===== config.mk =====
export PLATFORM = sky130hd
export DESIGN_NAME = regfile_wb_arbiter_flat
export DESIGN_NICKNAME = d
export VERILOG_FILES = /design/src/rtl/regfile_wb_arbiter_if.sv /design/src/rtl/regfile_wb_arbiter.sv /design/src/flat_wrapper.sv
export SDC_FILE = /design/constraint.sdc
export NUM_CORES = 1
export LEC_CHECK = 0
export ABC_AREA = 1
export CAP_MARGIN = 40
export CORE_MARGIN = 1.5
export CORE_UTILIZATION = 35
export DETAILED_ROUTE_END_ITERATION = 10
export SKIP_CTS_REPAIR_TIMING = 1
export SLEW_MARGIN = 10
export SYNTH_ARGS = -nofsm -noshare
export SYNTH_HDL_FRONTEND = slang
export SYNTH_SLANG_ARGS = --single-unit

===== constraint.sdc =====
create_clock -name clk -period 2.05 [get_ports clk]
set_input_delay 0.3075 -clock clk [delete_from_list [all_inputs] [get_ports clk]]
set_output_delay 0.3075 -clock clk [all_outputs]
set_load 0.05 [all_outputs]

===== src/rtl/regfile_wb_arbiter_if.sv =====
// Writeback request/grant bundle between the ALU, load and JAL link sources and the register-file write arbiter.
// The arbiter side uses the slave modport. The requester/observer side uses the master modport.
interface regfile_wb_arbiter_if #(
    parameter int DATA_W = 32,
    parameter int ADDR_W = 5
) ();
    logic                   alu_valid;
    logic                   alu_ready;
    logic [ADDR_W-1:0]      alu_rd;
    logic [DATA_W-1:0]      alu_data;
    logic                   mem_valid;
    logic                   mem_ready;
    logic [ADDR_W-1:0]      mem_rd;
    logic [DATA_W-1:0]      mem_data;
    logic                   link_valid;
    logic                   link_ready;
    logic [ADDR_W-1:0]      link_rd;
    logic [DATA_W-1:0]      link_data;
    logic                   wb_we;
    logic [ADDR_W-1:0]      wb_rd;
    logic [DATA_W-1:0]      wb_data;
    logic [2**ADDR_W-1:0]   pend_mask;

    modport slave (
        input  alu_valid, alu_rd, alu_data,
        input  mem_valid, mem_rd, mem_data,
        input  link_valid, link_rd, link_data,
        output alu_ready, mem_ready, link_ready,
        output wb_we, wb_rd, wb_data, pend_mask
    );

    modport master (
        output alu_valid, alu_rd, alu_data,
        output mem_valid, mem_rd, mem_data,
        output link_valid, link_rd, link_data,
        input  alu_ready, mem_ready, link_ready,
        input  wb_we, wb_rd, wb_data, pend_mask
    );
endinterface


===== src/rtl/regfile_wb_arbiter.sv =====
// Three one-entry writeback slots (link > mem/alu round-robin) feeding a registered write port; 2-cycle accept-to-write latency.
// A source's ready drops while its slot waits, its rd is pending, or a higher-priority source targets the same rd this cycle.
module regfile_wb_arbiter #(
    parameter int DATA_W = 32,
    parameter int ADDR_W = 5
) (
    input  logic                  clk,
    input  logic                  rst_n,
    regfile_wb_arbiter_if.slave   bus
);
    localparam int NSRC = 3;
    localparam int NREG = 1 << ADDR_W;
    localparam int ALU  = 0;
    localparam int MEM  = 1;
    localparam int LINK = 2;
    localparam logic LG_ALU = 1'b0;
    localparam logic LG_MEM = 1'b1;

    logic [NSRC-1:0]   in_vld;
    logic [ADDR_W-1:0] in_rd  [NSRC];
    logic [DATA_W-1:0] in_dat [NSRC];

    assign in_vld       = {bus.link_valid, bus.mem_valid, bus.alu_valid};
    assign in_rd[ALU]   = bus.alu_rd;
    assign in_rd[MEM]   = bus.mem_rd;
    assign in_rd[LINK]  = bus.link_rd;
    assign in_dat[ALU]  = bus.alu_data;
    assign in_dat[MEM]  = bus.mem_data;
    assign in_dat[LINK] = bus.link_data;

    logic [NSRC-1:0]   full_q, full_d;
    logic [ADDR_W-1:0] rd_q  [NSRC];
    logic [ADDR_W-1:0] rd_d  [NSRC];
    logic [DATA_W-1:0] dat_q [NSRC];
    logic [DATA_W-1:0] dat_d [NSRC];
    logic              last_q, last_d;
    logic              wb_we_q, wb_we_d;
    logic [ADDR_W-1:0] wb_rd_q, wb_rd_d;
    logic [DATA_W-1:0] wb_dat_q, wb_dat_d;

    logic [NSRC-1:0]   gnt;
    logic [NSRC-1:0]   conflict;
    logic [NSRC-1:0]   rdy;
    logic [NSRC-1:0]   load;
    logic [NREG-1:0]   pend;

    // Link always wins; mem/alu ties go to whichever was not granted last.
    always_comb begin
        gnt = '0;
        if (full_q[LINK]) begin
            gnt[LINK] = 1'b1;
        end else if (full_q[MEM] && full_q[ALU]) begin
            if (last_q == LG_ALU) gnt[MEM] = 1'b1;
            else                  gnt[ALU] = 1'b1;
        end else if (full_q[MEM]) begin
            gnt[MEM] = 1'b1;
        end else if (full_q[ALU]) begin
            gnt[ALU] = 1'b1;
        end
    end

    always_comb begin
        pend = '0;
        for (int s = 0; s < NSRC; s++) begin
            if (full_q[s]) pend[rd_q[s]] = 1'b1;
        end
        if (wb_we_q) pend[wb_rd_q] = 1'b1;
    end

    always_comb begin
        conflict       = '0;
        conflict[MEM]  = in_vld[LINK] && (in_rd[LINK] == in_rd[MEM]) && (in_rd[MEM] != '0);
        conflict[ALU]  = (in_rd[ALU] != '0) &&
                         ((in_vld[LINK] && (in_rd[LINK] == in_rd[ALU])) ||
                          (in_vld[MEM]  && (in_rd[MEM]  == in_rd[ALU])));
        rdy  = '0;
        load = '0;
        for (int s = 0; s < NSRC; s++) begin
            rdy[s]  = (!full_q[s] || gnt[s]) && ((in_rd[s] == '0) || !pend[in_rd[s]]) && !conflict[s];
            load[s] = in_vld[s] && rdy[s] && (in_rd[s] != '0);
        end
    end

    // Drain and refill of the same slot share an edge, so the load wins.
    always_comb begin
        full_d   = full_q;
        rd_d     = rd_q;
        dat_d    = dat_q;
        last_d   = last_q;
        wb_we_d  = |gnt;
        wb_rd_d  = wb_rd_q;
        wb_dat_d = wb_dat_q;
        for (int s = 0; s < NSRC; s++) begin
            if (gnt[s]) begin
                wb_rd_d   = rd_q[s];
                wb_dat_d  = dat_q[s];
                full_d[s] = 1'b0;
            end
            if (load[s]) begin
                full_d[s] = 1'b1;
                rd_d[s]   = in_rd[s];
                dat_d[s]  = in_dat[s];
            end
        end
        if (gnt[MEM])      last_d = LG_MEM;
        else if (gnt[ALU]) last_d = LG_ALU;
    end

    always_ff @(posedge clk or negedge rst_n) begin
        if (!rst_n) begin
            full_q   <= '0;
            last_q   <= LG_ALU;
            wb_we_q  <= 1'b0;
            wb_rd_q  <= '0;
            wb_dat_q <= '0;
            for (int s = 0; s < NSRC; s++) begin
                rd_q[s]  <= '0;
                dat_q[s] <= '0;
            end
        end else begin
            full_q   <= full_d;
            last_q   <= last_d;
            wb_we_q  <= wb_we_d;
            wb_rd_q  <= wb_rd_d;
            wb_dat_q <= wb_dat_d;
            for (int s = 0; s < NSRC; s++) begin
                rd_q[s]  <= rd_d[s];
                dat_q[s] <= dat_d[s];
            end
        end
    end

    assign bus.alu_ready  = rdy[ALU];
    assign bus.mem_ready  = rdy[MEM];
    assign bus.link_ready = rdy[LINK];
    assign bus.wb_we      = wb_we_q;
    assign bus.wb_rd      = wb_rd_q;
    assign bus.wb_data    = wb_dat_q;
    assign bus.pend_mask  = pend;
endmodule


===== src/flat_wrapper.sv =====
// flat-port wrapper written by rule: the top's interface ports become plain ports
module regfile_wb_arbiter_flat 
#(
    parameter int DATA_W = 32,
    parameter int ADDR_W = 5
)
  (clk, rst_n, bus_alu_valid, bus_alu_rd, bus_alu_data, bus_mem_valid, bus_mem_rd, bus_mem_data, bus_link_valid, bus_link_rd, bus_link_data, bus_alu_ready, bus_mem_ready, bus_link_ready, bus_wb_we, bus_wb_rd, bus_wb_data, bus_pend_mask);
  regfile_wb_arbiter_if #(.DATA_W(DATA_W), .ADDR_W(ADDR_W)) bus_i ();
  input  logic clk;
  input  logic rst_n;
  input wire logic [$bits(bus_i.alu_valid)-1:0] bus_alu_valid;
  input wire logic [$bits(bus_i.alu_rd)-1:0] bus_alu_rd;
  input wire logic [$bits(bus_i.alu_data)-1:0] bus_alu_data;
  input wire logic [$bits(bus_i.mem_valid)-1:0] bus_mem_valid;
  input wire logic [$bits(bus_i.mem_rd)-1:0] bus_mem_rd;
  input wire logic [$bits(bus_i.mem_data)-1:0] bus_mem_data;
  input wire logic [$bits(bus_i.link_valid)-1:0] bus_link_valid;
  input wire logic [$bits(bus_i.link_rd)-1:0] bus_link_rd;
  input wire logic [$bits(bus_i.link_data)-1:0] bus_link_data;
  output wire logic [$bits(bus_i.alu_ready)-1:0] bus_alu_ready;
  output wire logic [$bits(bus_i.mem_ready)-1:0] bus_mem_ready;
  output wire logic [$bits(bus_i.link_ready)-1:0] bus_link_ready;
  output wire logic [$bits(bus_i.wb_we)-1:0] bus_wb_we;
  output wire logic [$bits(bus_i.wb_rd)-1:0] bus_wb_rd;
  output wire logic [$bits(bus_i.wb_data)-1:0] bus_wb_data;
  output wire logic [$bits(bus_i.pend_mask)-1:0] bus_pend_mask;
  assign bus_i.alu_valid = bus_alu_valid;
  assign bus_i.alu_rd = bus_alu_rd;
  assign bus_i.alu_data = bus_alu_data;
  assign bus_i.mem_valid = bus_mem_valid;
  assign bus_i.mem_rd = bus_mem_rd;
  assign bus_i.mem_data = bus_mem_data;
  assign bus_i.link_valid = bus_link_valid;
  assign bus_i.link_rd = bus_link_rd;
  assign bus_i.link_data = bus_link_data;
  assign bus_alu_ready = bus_i.alu_ready;
  assign bus_mem_ready = bus_i.mem_ready;
  assign bus_link_ready = bus_i.link_ready;
  assign bus_wb_we = bus_i.wb_we;
  assign bus_wb_rd = bus_i.wb_rd;
  assign bus_wb_data = bus_i.wb_data;
  assign bus_pend_mask = bus_i.pend_mask;
  regfile_wb_arbiter #(.DATA_W(DATA_W), .ADDR_W(ADDR_W)) u_core (.clk(clk), .rst_n(rst_n), .bus(bus_i));
endmodule

==> After elaboration in Yosys (flattened, before gate mapping) <==
Index checks and enable logic that the tools add are counted.
{ "totals": {"in_bits": 116, "register_bits": 153, "word_cells": 117} }
{ "op_classes": {"magnitude_cmp": 11, "eq_ne": 3, "n_reduce_logical": 48, "n_bitwise": 3, "muxes": 39} }
{ "op_table": {"columns": ["cell", "n"], "rows": [
  ["two-way mux 32 bit", 7],
  ["bitwise OR 32 bit", 3],
  ["less-than comparator 5 x 6 -> 1 bit, second input constant", 7],
  ["logical AND 1 bit", 21],
  ["demux 1 bit (select 5 bit)", 4],
  ["greater-or-equal comparator 5 x 1 -> 1 bit, second input constant", 4],
  ["two-way mux 1 bit", 20],
  ["binary-select mux 1 bit (select 5 bit)", 3],
  ["== test 5 bit", 3],
  ["zero test 5 bit", 3],
  ["two-way mux 5 bit", 3],
  ["nonzero test 5 bit", 3],
  ["zero test 1 bit", 8],
  ["nonzero test 2 bit", 4],
  ["logical OR 1 bit", 7],
  ["two-way mux 2 bit", 2],
  ["nonzero test 3 bit", 1],
  ["OR reduction 3 bit", 1]
]} }

==> Depth between registers and ports, before layout <==
{ "depth": {"depth_word": 20, "ltp_mapped": 19, "mapped_depth_nobuf": 18} }

==> Worst setup path after synthesis <==
No wires, ideal clock.
{ "synth_path": {"path_kind": "reg2out", "startpoint": "register u_core.wb_rd_q[2] (netlist: u_core.bus.wb_rd[2])", "endpoint": "output bus_alu_ready", "n_path_buf": 0, "stages_incl_launch_ff": 15, "arrival_time_ns": 3.216, "path_slack_ns": -1.474, "path_cell_list": "dfrtp_1 > inv_1 > nand3_1 > nor2_1 > nor2_1 > nand2_1 > nor2_1 > nor2_1 > nand2_1 > nand3_1 > nand2_1 > nand2_1 > nand2_1 > nand2_1 > a21boi_0"} }
{ "synth_between": {"elab_chain_cells": 12, "elab_cells_between_ends": 13, "cone_classes": "2 x order compare; 5 x mux; 1 x bitwise; 5 x reduce/logical"} }
{ "synth_rtl": {"columns": ["element", "line_no", "rtl"], "rows": [
  ["start: declaration", "regfile_wb_arbiter.sv:38", "logic [ADDR_W-1:0] wb_rd_q, wb_rd_d;"],
  ["start signal: assignment", "regfile_wb_arbiter.sv:124", "wb_rd_q <= wb_rd_d;"],
  ["less-than comparator 5 x 6 -> 1 bit (implied by the code) or greater-or-equal comparator 5 x 1 -> 1 bit (tied branches)", "regfile_wb_arbiter.sv:67", "if (wb_we_q) pend[wb_rd_q] = 1'b1;"],
  ["logical AND 1 bit (implied by the code)", "regfile_wb_arbiter.sv:67", null],
  ["two-way mux 1 bit (implied by the code)", "regfile_wb_arbiter.sv:67", null],
  ["demux 1 bit (select 5 bit) (*)", null, null],
  ["bitwise OR 32 bit (no line) (*)", null, null],
  ["two-way mux 32 bit (*)", "regfile_wb_arbiter.sv:67", null],
  ["net bus_pend_mask[9]", "flat_wrapper.sv:26", "output wire logic [$bits(bus_i.pend_mask)-1:0] bus_pend_mask;"],
  ["binary-select mux 1 bit (select 5 bit) (*)", "regfile_wb_arbiter.sv:79", "rdy[s] = (!full_q[s] || gnt[s]) && ((in_rd[s] == '0) || !pend[in_rd[s]]) && !conflict[s];"],
  ["two-way mux 1 bit (implied by the code) (*)", "regfile_wb_arbiter.sv:79", null],
  ["zero test 1 bit (*)", "regfile_wb_arbiter.sv:79", null],
  ["logical OR 1 bit (*)", "regfile_wb_arbiter.sv:79", null],
  ["logical AND 1 bit (*) (2 in series)", "regfile_wb_arbiter.sv:79", null],
  ["end: declaration", "flat_wrapper.sv:20", "output wire logic [$bits(bus_i.alu_ready)-1:0] bus_alu_ready;"]
]} }
Mark *: on every way through the listed nets, which the timed path passes. The rest lies on a longest branch. The select of a mux whose other input is x is not followed.

==> Worst setup path in the final report <==
{ "layout_path": {"startpoint": "register u_core.wb_rd_q[0] (netlist: u_core.bus.wb_rd[0])", "endpoint": "output bus_link_ready"} }
{ "layout_between": {"elab_chain_cells": 11, "elab_cells_between_ends": 12, "cone_classes": "2 x order compare; 5 x mux; 1 x bitwise; 4 x reduce/logical"} }
{ "layout_rtl": {"columns": ["element", "line_no", "rtl"], "rows": [
  ["less-than comparator 5 x 6 -> 1 bit (implied by the code) or greater-or-equal comparator 5 x 1 -> 1 bit (tied branches)", "regfile_wb_arbiter.sv:67", null],
  ["logical AND 1 bit (implied by the code)", "regfile_wb_arbiter.sv:67", null],
  ["two-way mux 1 bit (implied by the code)", "regfile_wb_arbiter.sv:67", null],
  ["demux 1 bit (select 5 bit) (*)", null, null],
  ["bitwise OR 32 bit (no line) (*)", null, null],
  ["two-way mux 32 bit (*)", "regfile_wb_arbiter.sv:67", null],
  ["binary-select mux 1 bit (select 5 bit) (*)", "regfile_wb_arbiter.sv:79", null],
  ["two-way mux 1 bit (implied by the code) (*)", "regfile_wb_arbiter.sv:79", null],
  ["zero test 1 bit (*)", "regfile_wb_arbiter.sv:79", null],
  ["logical OR 1 bit (*)", "regfile_wb_arbiter.sv:79", null],
  ["logical AND 1 bit (*)", "regfile_wb_arbiter.sv:79", null],
  ["end: declaration", "flat_wrapper.sv:22", "output wire logic [$bits(bus_i.link_ready)-1:0] bus_link_ready;"]
]} }
Mark *: on every way between the ends. The rest lies on a longest branch, timed or not. The select of a mux whose other input is x is not followed.

==> results.json <==
{
  "grt_max_degree": 55,
  "hold_class": "primary input to async pin",
  "path_clk_slew_ns": 0.07,
  "final_core_util_pct": 56.43,
  "ir_worst_vdd_mv": 0.8383,
  "criticalPathCategory": "flip-flop to output port",
  "start_util_pct": 35.56,
  "seq_area_sq_um": 3861,
  "synth_cell_type_count": 31,
  "fmaxAchievable_mhz": 358.8,
  "io_pins": 189,
  "drive_gt1_share_pct": 26.67,
  "yosys_warnings": 0,
  "die-area_sq_um": 27460,
  "cts_buffers": 17,
  "total_power_mw": 19.48,
  "crit_chain": "inv_6, nand3_4, nor2_1, nor2_2, buf_4, a31oi_1, o211ai_1, nand2_1, nand2_1, nand3_2, buf_4, nand3_4, buf_12",
  "crit_required_ns": 1.74,
  "vias": 10970,
  "synth-compound-area-share_pct": 6.899,
  "power_density_nw_per_um2": 1324,
  "synth_top_cell_area_share_pct": 41.31,
  "violations": "negative setup slack",
  "avgViaCountPerCell": 5.344,
  "syn_to_final_growth_pct": 58.67,
  "syn_avg_cell_area_sq_um": 6.755,
  "grt_pass1_wl_mm": 61.47,
  "synth_xor_area_share_pct": 0.3780,
  "multi_input_area_sq_um": 5544,
  "yosys.area_share.simple_pct": 44.78,
  "netlist_area_sq_um": 9268,
  "nets": 1820,
  "cts-root-buf": "clkbuf_16",
  "core-area_sq_um": 26060,
  "drt_wl_total_mm": 40.23,
  "cpMaxStageDelayCell": "dfrtp_4",
  "status": "complete, but fails checks",
  "synth_seq_cells": 153,
  "syn-num-nets": 1488,
  "die_h_um": 165.7,
  "grt_pass1_vias": 10580,
  "clk-insertion-delay-late_ns": 0.42,
  "crit_fanout": 8,
  "drtIter0Drc": 861,
  "synth_fa_ha_area_share_pct": 0,
  "io_buffers": 188,
  "synth_top_family_by_area": "simple AND/OR/NAND/NOR gates",
  "timing_hold_violations_final": 0,
  "yosysTopAreaCell": "dfrtp_1",
  "crit_start": "u_core.bus.wb_rd[0]$_DFFE_PN0P_",
  "fillerInstances": 2515,
  "clock_skew_ns": 0.01346,
  "synthMuxAreaShare_pct": 0,
  "antenna_found_initial": 1,
  "dr.pass1.iters": 7,
  "tightest_slew_ns": 0.5737,
  "worstSetupEndpointType": "output port",
  "tns_ns": -53.77,
  "rsz0062_at_grt": "yes",
  "die_w_um": 165.7,
  "post_drt_wl_per_cell_um": 19.60,
  "rows": 59,
  "hpwl_mm": 29.88,
  "cts_tree": "built",
  "gp_congestion": 0.9796,
  "timing.rr.start": "u_core.bus.wb_we$_DFF_PN0_",
  "track_usage_pct": 28.82,
  "relSlewSlack_pct": 61.63,
  "preCtsSetupSlack_ns": -0.4933,
  "synthTopCellsByArea": "dfrtp_1 (41%), nand2_1 (19%), nor2_1 (9.8%)",
  "r2r_setup_slack_ns": -0.50,
  "setup_slack_ns": -0.7368,
  "clock_sinks": 153,
  "final_max_slew_viol_count": 0,
  "slowest_delay_ns": 0.55,
  "holdWs_ns": 0.3953,
  "cts_max_level": 4,
  "ys_seq_area_share_pct": 41.31,
  "period_share_pct": 135.9,
  "postRouteAntennaNets": 0,
  "cp-start-kind": "flip-flop",
  "worstReg2RegEnd": "u_core.dat_q[45]$_DFFE_PN0P_",
  "fin_crit_ns": 2.787,
  "clock_path_buffers": 2,
  "leakage_nw": 6.808,
  "drc": 0,
  "cap_violations": 0,
  "grt-ovfl-total": 0,
  "arrival_ns": 2.48,
  "setup_viol": 149,
  "endpoint": "bus_link_ready",
  "syn-instance-count": 1372,
  "reg2regPathDepth": 17
}
logic make-up after synthesis:
group / Yosys count
buffers and inverters: 140
XOR/XNOR: 4
AO/OA/AOI/OAI: 110
flip-flops: 153
AND/OR/NAND/NOR: 965
flip-flops by register name, indices dropped and copies added, names as in the netlist:
register,cells
u_core.last_q,1
u_core.dat_q,96
u_core.bus.wb_data,32
u_core.rd_q,15
u_core.full_q,3
u_core.bus.wb_rd,5
u_core.bus.wb_we,1
metal layers:
layer / up-vias / GRT usage, % / wire (um)
li1: 5200 / - / -
met1: 5295 / 38.18 / 16820
met2: 409 / 48.99 / 19990
met3: 67 / 3.154 / 2181
met4: 0 / 9.675 / 1235
met5: - / 0 / 0
cell type report:
| type | instances | area share [%] |
|---|---|---|
| inverters | 57 | 1.634 |
| clock inverters | 11 | 0.7573 |
| repair buffers | 396 | 27.58 |
| clock buffers | 21 | 3.199 |
| diodes | 1 | 0.01702 |
| well taps | 335 | 2.850 |
| multi-input cells | 1079 | 37.70 |
| flip-flops and latches | 153 | 26.26 |
worst max-delay path: cells and delay by family, from the launching register on:
family                 cells  cell delay, ns
DFF                        1            0.55
and+or+nand+nor            7            0.69
AOI/OAI and AO/OA          2            0.27
buffers and inverters      4            0.54
worst min path at each step:
stage | startpoint | end | slack (ns) | cells after the start
3_3_place_gp | rst_n | u_core.bus.wb_data[3]$_DFFE_PN0P_ | 0.28 | 1
5_1_grt | rst_n | u_core.dat_q[3]$_DFFE_PN0P_ | 0.44 | 2
2_1_floorplan | rst_n | u_core.bus.wb_data[0]$_DFFE_PN0P_ | 0.01 | 0
3_5_place_dp | rst_n | u_core.bus.wb_data[3]$_DFFE_PN0P_ | 0.28 | 1
4_1_cts | rst_n | u_core.bus.wb_data[3]$_DFFE_PN0P_ | -0.17 | 1
6_report | rst_n | u_core.bus.wb_data[3]$_DFFE_PN0P_ | 0.40 | 2
stage by stage:
stage / std cells / cell area, sq um
floorplan: 1372 / 9693
global placement: 2005 / 13590
detailed placement: 2005 / 13590
CTS: 2037 / 14170
global route: 2053 / 14710
finish: 2053 / 14710
synthesized netlist by cell type:
library cell and number:
a21oi_1 8, clkbuf_1 50, inv_2 11, dfrtp_1 153, clkinv_1 3, inv_1 43, buf_6 5, o2111ai_1 2
nand2_4 1, o21ai_1 3, o221ai_1 4, xnor2_1 1, buf_4 9, a31oi_1 1, or2_0 1, nand2_1 466
nand2_2 2, nand4_1 112, o21ai_0 67, o211ai_1 13, nor2_2 2, nand3_2 11, nand3_1 127, nor2_1 243
a221oi_1 5, xor2_1 3, buf_2 14, o22ai_1 4, a21oi_2 1, buf_1 5, a21boi_0 2
cells in the final DEF, fill, tap and decap left out, drive strengths merged:
| cell type | instances |
|---|---|
| a21boi | 2 |
| a21oi | 9 |
| a221oi | 5 |
| a31oi | 1 |
| buf | 248 |
| bufinv | 1 |
| clkbuf | 23 |
| clkdlybuf4s50 | 145 |
| clkinv | 6 |
| clkinvlp | 3 |
| dfrtp | 153 |
| diode | 1 |
| dlygate4sd3 | 1 |
| inv | 58 |
| nand2 | 469 |
| nand3 | 138 |
| nand4 | 112 |
| nor2 | 245 |
| o2111ai | 2 |
| o211ai | 13 |
| o21ai | 70 |
| o221ai | 4 |
| o22ai | 4 |
| or2 | 1 |
| xnor2 | 1 |
| xor2 | 3 |
power by group:
| group | internal (mW) | leakage (nW) | total [mW] | switching, mW |
|---|---|---|---|---|
| Clock | 1.79 | 0.281 | 3.10 | 1.31 |
| Combinational | 4.30 | 4.65 | 11.1 | 6.76 |
| Sequential | 4.30 | 1.87 | 5.32 | 1.01 |
| Total | 10.4 | 6.81 | 19.5 | 9.08 |
Power figures use the tool's default switching activity.
